[src/rtl/spi_pkg.sv]
// rtl/spi_pkg.sv - shared constants and FSM state type for the SPI master
package spi_pkg;

  localparam int   SPI_DATA_W = 8;
  localparam int   SPI_BITS   = 8;
  localparam logic SPI_CPOL   = 1'b0;
  localparam logic SPI_CPHA   = 1'b1;

  typedef enum logic [2:0] {
    IDLE,
    SETUP,
    SHIFT,
    HOLD,
    GAP
  } spi_state_t;

endpackage

[src/rtl/spi_master_if.sv]
// rtl/spi_master_if.sv - core-side byte handshake between the local core and the SPI master
interface spi_master_if;
  import spi_pkg::*;

  logic                  tx_valid;
  logic                  tx_ready;
  logic [SPI_DATA_W-1:0] tx_data;
  logic                  rx_valid;
  logic [SPI_DATA_W-1:0] rx_data;
  logic                  busy;

  modport master (
    output tx_valid, tx_data,
    input  tx_ready, rx_valid, rx_data, busy
  );

  modport slave (
    input  tx_valid, tx_data,
    output tx_ready, rx_valid, rx_data, busy
  );

endinterface

[src/rtl/spi_clk_div.sv]
// rtl/spi_clk_div.sv - half-period counter: counts 0..DIV-1, ticks on terminal count
module spi_clk_div #(
  parameter int unsigned DIV = 4
) (
  input  logic clk,
  input  logic reset,
  input  logic clear_i,
  output logic tick_o
);

  localparam int CW = (DIV > 1) ? $clog2(DIV) : 1;

  logic [CW-1:0] cnt_q, cnt_d;

  assign tick_o = (cnt_q == CW'(DIV - 1));

  // Wrapping on the tick also restarts the count for whatever state comes next.
  always_comb begin
    cnt_d = cnt_q + CW'(1);
    if (clear_i || tick_o) cnt_d = '0;
  end

  always_ff @(posedge clk) begin
    if (reset) cnt_q <= '0;
    else       cnt_q <= cnt_d;
  end

endmodule

[src/rtl/spi_master.sv]
// rtl/spi_master.sv - mode-1 MSB-first 8-bit SPI master with active-low chip select
// Optional feature: SPI_MASTER_LOOPBACK_EN adds a loopback input that samples mosi instead of miso.
module spi_master
  import spi_pkg::*;
#(
  parameter int unsigned CLK_DIV = 4
) (
  input  logic         clk,
  input  logic         reset,
  spi_master_if.slave  bus,
  output logic         sclk,
  output logic         cs,
  output logic         mosi,
  input  logic         miso
`ifdef SPI_MASTER_LOOPBACK_EN
  ,
  input  logic         loopback
`endif
);

  spi_state_t            state_q;
  logic [SPI_DATA_W-1:0] shift_q;
  logic [SPI_DATA_W-1:0] rx_sh_q;
  logic [SPI_DATA_W-1:0] rx_data_q;
  logic [3:0]            bit_cnt_q;
  logic                  sclk_q;
  logic                  cs_q;
  logic                  mosi_q;
  logic                  rx_valid_q;
  logic                  busy_q;
  logic                  tx_ready_q;
  logic                  tick;
  logic                  sample_bit;

  spi_clk_div #(.DIV(CLK_DIV)) u_clk_div (
    .clk     (clk),
    .reset   (reset),
    .clear_i (state_q == IDLE),
    .tick_o  (tick)
  );

`ifdef SPI_MASTER_LOOPBACK_EN
  logic lb_q;
  assign sample_bit = lb_q ? mosi_q : miso;
`else
  assign sample_bit = miso;
`endif

  assign sclk         = sclk_q;
  assign cs           = cs_q;
  assign mosi         = mosi_q;
  assign bus.tx_ready = tx_ready_q;
  assign bus.rx_valid = rx_valid_q;
  assign bus.rx_data  = rx_data_q;
  assign bus.busy     = busy_q;

  always_ff @(posedge clk) begin
    if (reset) begin
      state_q    <= IDLE;
      shift_q    <= '0;
      rx_sh_q    <= '0;
      rx_data_q  <= '0;
      bit_cnt_q  <= '0;
      sclk_q     <= SPI_CPOL;
      cs_q       <= 1'b1;
      mosi_q     <= 1'b0;
      rx_valid_q <= 1'b0;
      busy_q     <= 1'b0;
      tx_ready_q <= 1'b1;
`ifdef SPI_MASTER_LOOPBACK_EN
      lb_q       <= 1'b0;
`endif
    end else begin
      rx_valid_q <= 1'b0;
      unique case (state_q)
        IDLE: begin
          if (bus.tx_valid && tx_ready_q) begin
            shift_q    <= bus.tx_data;
            bit_cnt_q  <= '0;
            cs_q       <= 1'b0;
            busy_q     <= 1'b1;
            tx_ready_q <= 1'b0;
            state_q    <= SETUP;
`ifdef SPI_MASTER_LOOPBACK_EN
            lb_q       <= loopback;
`endif
          end
        end
        SETUP: begin
          if (tick) begin
            sclk_q  <= 1'b1;
            mosi_q  <= shift_q[SPI_DATA_W-1];
            state_q <= SHIFT;
          end
        end
        SHIFT: begin
          // The low half-period after the last falling edge still belongs to SHIFT.
          if (tick) begin
            if (sclk_q) begin
              sclk_q    <= 1'b0;
              rx_sh_q   <= {rx_sh_q[SPI_DATA_W-2:0], sample_bit};
              shift_q   <= {shift_q[SPI_DATA_W-2:0], 1'b0};
              bit_cnt_q <= bit_cnt_q + 4'd1;
            end else if (bit_cnt_q == 4'(SPI_BITS)) begin
              mosi_q  <= 1'b0;
              state_q <= HOLD;
            end else begin
              sclk_q <= 1'b1;
              mosi_q <= shift_q[SPI_DATA_W-1];
            end
          end
        end
        HOLD: begin
          if (tick) begin
            cs_q       <= 1'b1;
            rx_data_q  <= rx_sh_q;
            rx_valid_q <= 1'b1;
            state_q    <= GAP;
          end
        end
        GAP: begin
          if (tick) begin
            busy_q     <= 1'b0;
            tx_ready_q <= 1'b1;
            state_q    <= IDLE;
          end
        end
        default: state_q <= IDLE;
      endcase
    end
  end

endmodule

[src/flat_wrapper.sv]
// flat-port wrapper written by rule: the top's interface ports become plain ports
module spi_master_flat import spi_pkg::*;
#(
  parameter int unsigned CLK_DIV = 4
)
  (clk, reset, sclk, cs, mosi, miso, bus_tx_valid, bus_tx_data, bus_tx_ready, bus_rx_valid, bus_rx_data, bus_busy);
  spi_master_if bus_i ();
  input  logic clk;
  input  logic reset;
  output logic sclk;
  output logic cs;
  output logic mosi;
  input  logic miso;
  input wire logic [$bits(bus_i.tx_valid)-1:0] bus_tx_valid;
  input wire logic [$bits(bus_i.tx_data)-1:0] bus_tx_data;
  output wire logic [$bits(bus_i.tx_ready)-1:0] bus_tx_ready;
  output wire logic [$bits(bus_i.rx_valid)-1:0] bus_rx_valid;
  output wire logic [$bits(bus_i.rx_data)-1:0] bus_rx_data;
  output wire logic [$bits(bus_i.busy)-1:0] bus_busy;
  assign bus_i.tx_valid = bus_tx_valid;
  assign bus_i.tx_data = bus_tx_data;
  assign bus_tx_ready = bus_i.tx_ready;
  assign bus_rx_valid = bus_i.rx_valid;
  assign bus_rx_data = bus_i.rx_data;
  assign bus_busy = bus_i.busy;
  spi_master #(.CLK_DIV(CLK_DIV)) u_core (.clk(clk), .reset(reset), .bus(bus_i), .sclk(sclk), .cs(cs), .mosi(mosi), .miso(miso));
endmodule
[config.mk]
export PLATFORM = sky130hd
export DESIGN_NAME = spi_master_flat
export DESIGN_NICKNAME = d
export VERILOG_FILES = /design/src/rtl/spi_pkg.sv /design/src/rtl/spi_master_if.sv /design/src/rtl/spi_clk_div.sv /design/src/rtl/spi_master.sv /design/src/flat_wrapper.sv
export SDC_FILE = /design/constraint.sdc
export NUM_CORES = 1
export LEC_CHECK = 0
export CORE_MARGIN = 2
export CORE_UTILIZATION = 30
export DETAILED_ROUTE_END_ITERATION = 7
export GPL_TIMING_DRIVEN = 0
export PLACE_DENSITY_LB_ADDON = 0.25
export REMOVE_ABC_BUFFERS = 1
export SYNTH_ARGS = -nofsm -noshare
export SYNTH_HDL_FRONTEND = slang
export SYNTH_SLANG_ARGS = --single-unit
[constraint.sdc]
create_clock -name clk -period 2.55 [get_ports clk]
set_clock_uncertainty 0.15 [all_clocks]
set_input_delay 0.255 -clock clk [delete_from_list [all_inputs] [get_ports clk]]
set_output_delay 0.255 -clock clk [all_outputs]
set_load 0.01 [all_outputs]
# Word-level counts from Yosys, hierarchy flattened
# Cells that the tools add are included.
# Widths: inputs -> output; s select.
[op_classes] n_eq_ne=14 n_mux=33 bitwise_logic=1 add_sub_neg=2 reduce_logical=17
[ops] operator="$mux 8" count=3
[ops] operator="$mux 3" count=7
[ops] operator="$pmux 8 s2" count=1
[ops] operator="$pmux 3 s5" count=1
[ops] operator="$mux 1" count=12
[ops] operator="$mux 4" count=3
[ops] operator="$reduce_and 3->1" count=4
[ops] operator="$ne 2x2->1 const B" count=5
[ops] operator="$pmux 1 s2" count=5
[ops] operator="$pmux 4 s2" count=1
[ops] operator="$reduce_and 4->1" count=2
[ops] operator="$reduce_bool 2->1" count=4
[ops] operator="$reduce_and 7->1" count=1
[ops] operator="$eq 3x2->1 const B" count=2
[ops] operator="$ne 2x1->1 const B" count=3
[ops] operator="$add 4x1->4 const B" count=1
[ops] operator="$eq 4x4->1 const B" count=1
[ops] operator="$reduce_or 2->1" count=2
[ops] operator="$eq 3x1->1 const B" count=1
[ops] operator="$eq 3x3->1 const B" count=1
[ops] operator="$logic_not 3->1" count=1
[ops] operator="$add 2x1->2 const B" count=1
[ops] operator="$eq 2x2->1 const B" count=1
[ops] operator="$reduce_and 2->1" count=1
[ops] operator="3 further kinds" count=3
[word_totals] elab_cells=79 input_bits=12 register_bits=39

# Logic depth before layout (Yosys ltp)
[depth] ltp_word=5 mapped_depth=7

# Cells and area by module
# From an unflattened synthesis, not the netlist that was laid out.
[hier_totals] cells_unflattened=192 area_unflattened_um2=1607.8
[by_module_without_submodules] module="spi_master" cells_each=187 seq_area_each_um2=740.7 area_per_inst_um2=1527.7 n_inst=1
[by_module_without_submodules] module="spi_clk_div" cells_each=5 seq_area_each_um2=40.0 area_per_inst_um2=80.1 n_inst=1

# Worst setup path after synthesis
# Ideal clock, no wire load.
[synth_timing] path_kind="register to register" from="register u_core.u_clk_div.cnt_q[0]" to="register u_core.bit_cnt_q[3]" t_arrival_ns=1.371 slack_ns=0.940 required_ns=2.312 synth_period_minus_slack_ns=1.610 path_buffers=2 stages_incl_launch_ff=7 cell_sequence="dfxtp_1 -> ha_1 -> clkbuf_1 -> and3_4 -> buf_8 -> a41oi_4 -> a311oi_2"
[synth_between] elab_chain_cells=3
[synth_rtl] element="from (decl)" line="spi_clk_div.sv:13" source="logic [CW-1:0] cnt_q, cnt_d;"
[synth_rtl] element="from (signal assigned)" line="spi_clk_div.sv:25" source="else cnt_q <= cnt_d;"
[synth_rtl] element="$eq 2x2->1" line="spi_clk_div.sv:15" source="assign tick_o = (cnt_q == CW'(DIV - 1));"
[synth_rtl] element="named net u_core.tick" line="spi_master.sv:32" source="logic tick;"
[synth_rtl] element="$ne 2x2->1 (no source line)"
[synth_rtl] element="$reduce_and 4->1 (no source line)"
[synth_rtl] element="to (signal assigned)" line="spi_master.sv:103" source="bit_cnt_q <= bit_cnt_q + 4'd1;"
[synth_rtl] element="to (decl)" line="spi_master.sv:25" source="logic [3:0] bit_cnt_q;"
# The timed path passes the listed nets, and every way through them passes these cells.
# A chain may end at the register's enable or synchronous reset.

# Worst setup path in the final report
[layout_timing] from="register u_core.state_q[1]" to="register u_core.bit_cnt_q[3]"
[layout_between] elab_chain_cells=3 elab_cells_between_ends=8
[layout_rtl] element="from (decl)" line="spi_master.sv:21" source="spi_state_t state_q;"
[layout_rtl] element="from (signal assigned)" line="spi_master.sv:59" source="state_q <= IDLE;"
[layout_rtl] element="from (signal assigned)" line="spi_master.sv:83" source="state_q <= SETUP;"
[layout_rtl] element="from (signal assigned)" line="spi_master.sv:93" source="state_q <= SHIFT;"
[layout_rtl] element="$eq 3x2->1 or $logic_not 3->1 (tied branches)" line="spi_master.sv:75" source="unique case (state_q)"
[layout_rtl] element="$ne 2x1->1 (no source line) (tied with other cells)"
[layout_rtl] element="$reduce_and 4->1 (no source line)"
# Parallel ways exist; a longest one is shown, timed or not.

==> results.md <==
Cells and area:
- 0 antenna diodes ended up in the layout.
- The final core area utilization is 37.9%.
- The filler cells instantiated in the layout total about 580.
- The final net count is between 200 and 250.
- The area growth from synthesis to layout is 22.7%.
- The fraction of layout cells with a size suffix above 1 is 7.18%.
- With fillers left out, the area of the finished cells amounts to 2080 um2.
- The final standard cell count with taps included and fillers excluded is between 200 and 300.

Global route:
- The largest net degree at the start of global routing is 40.
- The total routing usage reported by global routing is 11.4%.
- The first global-routing pass estimated 5690 um of wire.
- The leftover overflow at the end of global routing is 0.
- The initial antenna violation count came to 0.
- The via count of the first global-routing pass is between 1000 and 1500.

Route:
- After detailed routing, the average wire length per cell comes to 12.1 um.
- For this block, wires on met1 add up to 1790 um.
- The highest metal layer carrying signal wires in the routed design is met4.
- The count of routing violations after the opening detailed-route iteration is 40.
- The overall via count from detail_route is 1350.
- The routed design uses 1440 um of met2 wire.
- Wire segments on met3 add up to 144 um in the final route.
- Once detail routing completed, the nets flagged for antenna violations numbered 0.
- For this run, the detailed router's first-pass iteration total came to 4.
- Summed over all layers, the routed wires come to 3410 um.
- Using the TritonRoute via totals, the vias-per-cell ratio works out to 4.80.
- In the routed design, unresolved DRC markers number 0.

Clock network:
- After clock tree synthesis, the clock-pin slew on the worst setup and hold paths is 0.08 ns.
- The TritonCTS clock tree is yes.
- The CTS sink count is 39.
- The clock latency at the later pin of the worst-skew pair is 0.29 ns.
- After clock tree synthesis, the flow added hold-fix buffers numbering 0.
- The H-tree level count is 2.
- The post-CTS setup buffer count is 0.
- The maximum clock path buffer count is 2.
- The number of instances resized during post-cts repair is 0.
- The root buffer cell chosen for the clock tree is sky130_fd_sc_hd__clkbuf_8.
- The number of buffers created by CTS is 5.

STA:
- The transition time at the pin with the least slew margin is roughly 0.75 ns.
- The final number of setup-violating endpoints is 0.
- For the finished layout, the period the worst path requires is 2.24 ns.
- Measured against its own limit, the worst slew margin works out to 50.1%.
- The count of final max-slew check failures is 0.
- The final number of hold-violating endpoints is 0.
- Adding up every negative setup slack in the final design gives 0 ns.
- Setup repair after global routing left no endpoint under its margin.
- The final clock period utilization by the worst path is 87.8%.
- On the final layout, the worst hold slack is 0.284 ns.
- After layout, the worst setup slack is 0.312 ns.
- Static timing analysis puts the maximum clock frequency at 447 MHz.

Pwr:
- The switching share of power is 21.2%.
- The internal power of the cells totals 1.06 mW.
- The reported leakage power is around 0.73 nW.
- Total power for the finished layout comes to 1.35 mW.
- Combinational logic burns between 6 and 7% of the power.
- In this run, the clock network consumes a little under half of the power.
- In this run the power spent charging and discharging nets is 0.286 mW.
- The power per standard cell area is 649 nW/um2.
- Across the VDD grid, the largest voltage drop is 318 uV.
- The sequential share of power is 47.6%.

Critical path:
- The largest fanout on the critical path is 13.
- The signal on the critical path passes through nor3b_4 -> nand3_1 -> nand2_1 -> a311oi_2.
- The worst setup path is captured at a flop.
- The cell type of the slowest stage on the worst timing path is sky130_fd_sc_hd__dfxtp_1.
- The critical path arrival is 2.24 ns.
- The delay of the slowest cell on the worst path is 0.56 ns.
- The critical path class is reg -> reg.
- The endpoint required time on the critical path is 2.55 ns.
- The kind of launch point of the worst setup path is a flop.

Place:
- After detailed placement, the design holds a cell count of around 270.
- The post-place instance area is roughly 1900 um2.
- The final HPWL from detailed placement is roughly 2100 um.
- The count of buffers inserted at the top-level ports is 25.
- The congestion estimate from routability-driven global placement came to about 0.67.
- Prior to clock tree synthesis, the placed netlist has a worst setup slack of about 0.32 ns.

Floorplan:
- The floorplan step set the die height to 79.1 um.
- The number of placement rows is 27.
- For this design the top-level I/O count stands at 26.
- The floorplan step defined a die boundary enclosing 6260 um2.
- The area of the core is 5470 um2.
- Once the floorplan was initialized, standard cells occupied a little under a third of the core.
- The horizontal extent of the die is 79.1 um.

Synth:
- For this run, asynchronously set or reset flops after synthesis account for 0%.
- In the post-synthesis netlist, the biggest area contributors are sky130_fd_sc_hd__dfxtp_1, sky130_fd_sc_hd__nand2_1, sky130_fd_sc_hd__a21oi_1.
- The cell taking the most area after synthesis is sky130_fd_sc_hd__dfxtp_1.
- The sequential-to-total area share from yosys stat is 46.2%.
- The distinct cell type count after synthesis is 39.
- The Yosys warning count is 0.
- Sorting the synthesized cells by how often they occur yields sky130_fd_sc_hd__nand2_1, sky130_fd_sc_hd__dfxtp_1, sky130_fd_sc_hd__a21oi_1.
- The number of synthesized flops with an enable pin is 0.
- After synthesis, the mean cell area works out to 8.90 um2.
- The prevailing post-synth register cell is sky130_fd_sc_hd__dfxtp_1.
- The mapped netlist covers 1690 um2.
- The area share of the leading cell type in the synthesized netlist is between 40% and 50%.
- Synthesis produced 190 cells.
- The most numerous cell in the Yosys netlist is sky130_fd_sc_hd__nand2_1.
- The flip-flop and latch count after synthesis is 39.

Run status:
- The run finished with clean final reports.

Flow run:
- The tool flagged a number of max-cap violations equal to 0.

Hold path:
- The path category of the worst min-delay check is reg -> reg.
==> power groups by stage <==
stage	Clock [mW]	Combinational [mW]	Sequential [mW]
final	0.616	0.0893	0.642
after global routing	0.654	0.0988	0.645
after CTS	0.634	0.0902	0.642
after detailed placement	0	0.0898	0.656
after global placement	0	0.0898	0.656
after floorplan	0	0.0432	0.655
==> sequential cells by signal (all words and copies together), names as in the netlist <==
| name | cells |
|---|---|
| u_core.bus.tx_ready | 1 |
| u_core.state_q | 3 |
| u_core.cs | 1 |
| u_core.bit_cnt_q | 4 |
| u_core.shift_q | 8 |
| u_core.sclk | 1 |
| u_core.bus.rx_valid | 1 |
| u_core.rx_sh_q | 8 |
| u_core.bus.busy | 1 |
| u_core.u_clk_div.cnt_q | 2 |
| u_core.mosi | 1 |
| u_core.bus.rx_data | 8 |
==> kinds of logic (layout without fill, tap and decap cells) <==
| kind of cell | count (synthesis) | count (layout) | synth area share (%) |
|---|---|---|---|
| adders and majority gates | 3 | 3 | 2.22 |
| DFF | 39 | 39 | 46.2 |
| muxes | 8 | 8 | 4.73 |
| and+or+nand+nor | 78 | 78 | 23.4 |
| xor gates and xnor gates | 1 | 1 | 0.518 |
| AOI/OAI and AO/OA | 45 | 45 | 17.4 |
| buffers and inverters | 16 | 35 | 5.62 |
==> cells in the final DEF, fill, tap and decap left out, types with 2 or more instances in the layout <==
master                             n
sky130_fd_sc_hd__clkdlybuf4s50_1  24
sky130_fd_sc_hd__ha_1              3
sky130_fd_sc_hd__a211oi_1          7
sky130_fd_sc_hd__bufinv_16         2
sky130_fd_sc_hd__a21oi_1          26
sky130_fd_sc_hd__and2_1            2
sky130_fd_sc_hd__o21ai_0           4
sky130_fd_sc_hd__mux2i_1           8
sky130_fd_sc_hd__nor2_1            3
sky130_fd_sc_hd__nor4b_1           2
sky130_fd_sc_hd__nand3_1           7
sky130_fd_sc_hd__nor3_1            9
sky130_fd_sc_hd__nor2b_1           3
sky130_fd_sc_hd__nand2_1          40
sky130_fd_sc_hd__inv_1             2
sky130_fd_sc_hd__nand3b_1          2
sky130_fd_sc_hd__dfxtp_1          39
sky130_fd_sc_hd__clkbuf_8          5
==> layout make-up <==
class                      instances  area, um2  area share, %
multi-input combinational        135        816           39.3
sequential                        39        781           37.6
timing repair buffer              25        245           11.8
tap                               72       90.1           4.34
clock buffer                       5       68.8           3.32
clock inverter                     3       67.6           3.25
inverter                           2       7.51          0.362
==> worst paths after layout <==
path | startpoint | endpoint | slack, ns | cells past startpoint
worst max-delay path | u_core.state_q[1] | u_core.bit_cnt_q[3] | 0.31 | 4
worst max register to register | u_core.state_q[1] | u_core.bit_cnt_q[3] | 0.31 | 4
worst min register to register | u_core.u_clk_div.cnt_q[0] | u_core.u_clk_div.cnt_q[0] | 0.28 | 1
worst min-delay path | u_core.u_clk_div.cnt_q[0] | u_core.u_clk_div.cnt_q[0] | 0.28 | 1
==> critical path: cells and delay by family (launching register included) <==
kind	cells	cell delay, ns
flops	1	0.56
simple gates	3	1.24
compound gates	1	0.15
==> per-layer routing <==
metal  vias up  global-route usage (%)
met5         -                       0
met4         0                    4.14
met3         5                    3.41
met2        31                    17.2
met1       611                    15.5
li1        703                       -
Power figures use the tool's default switching activity.
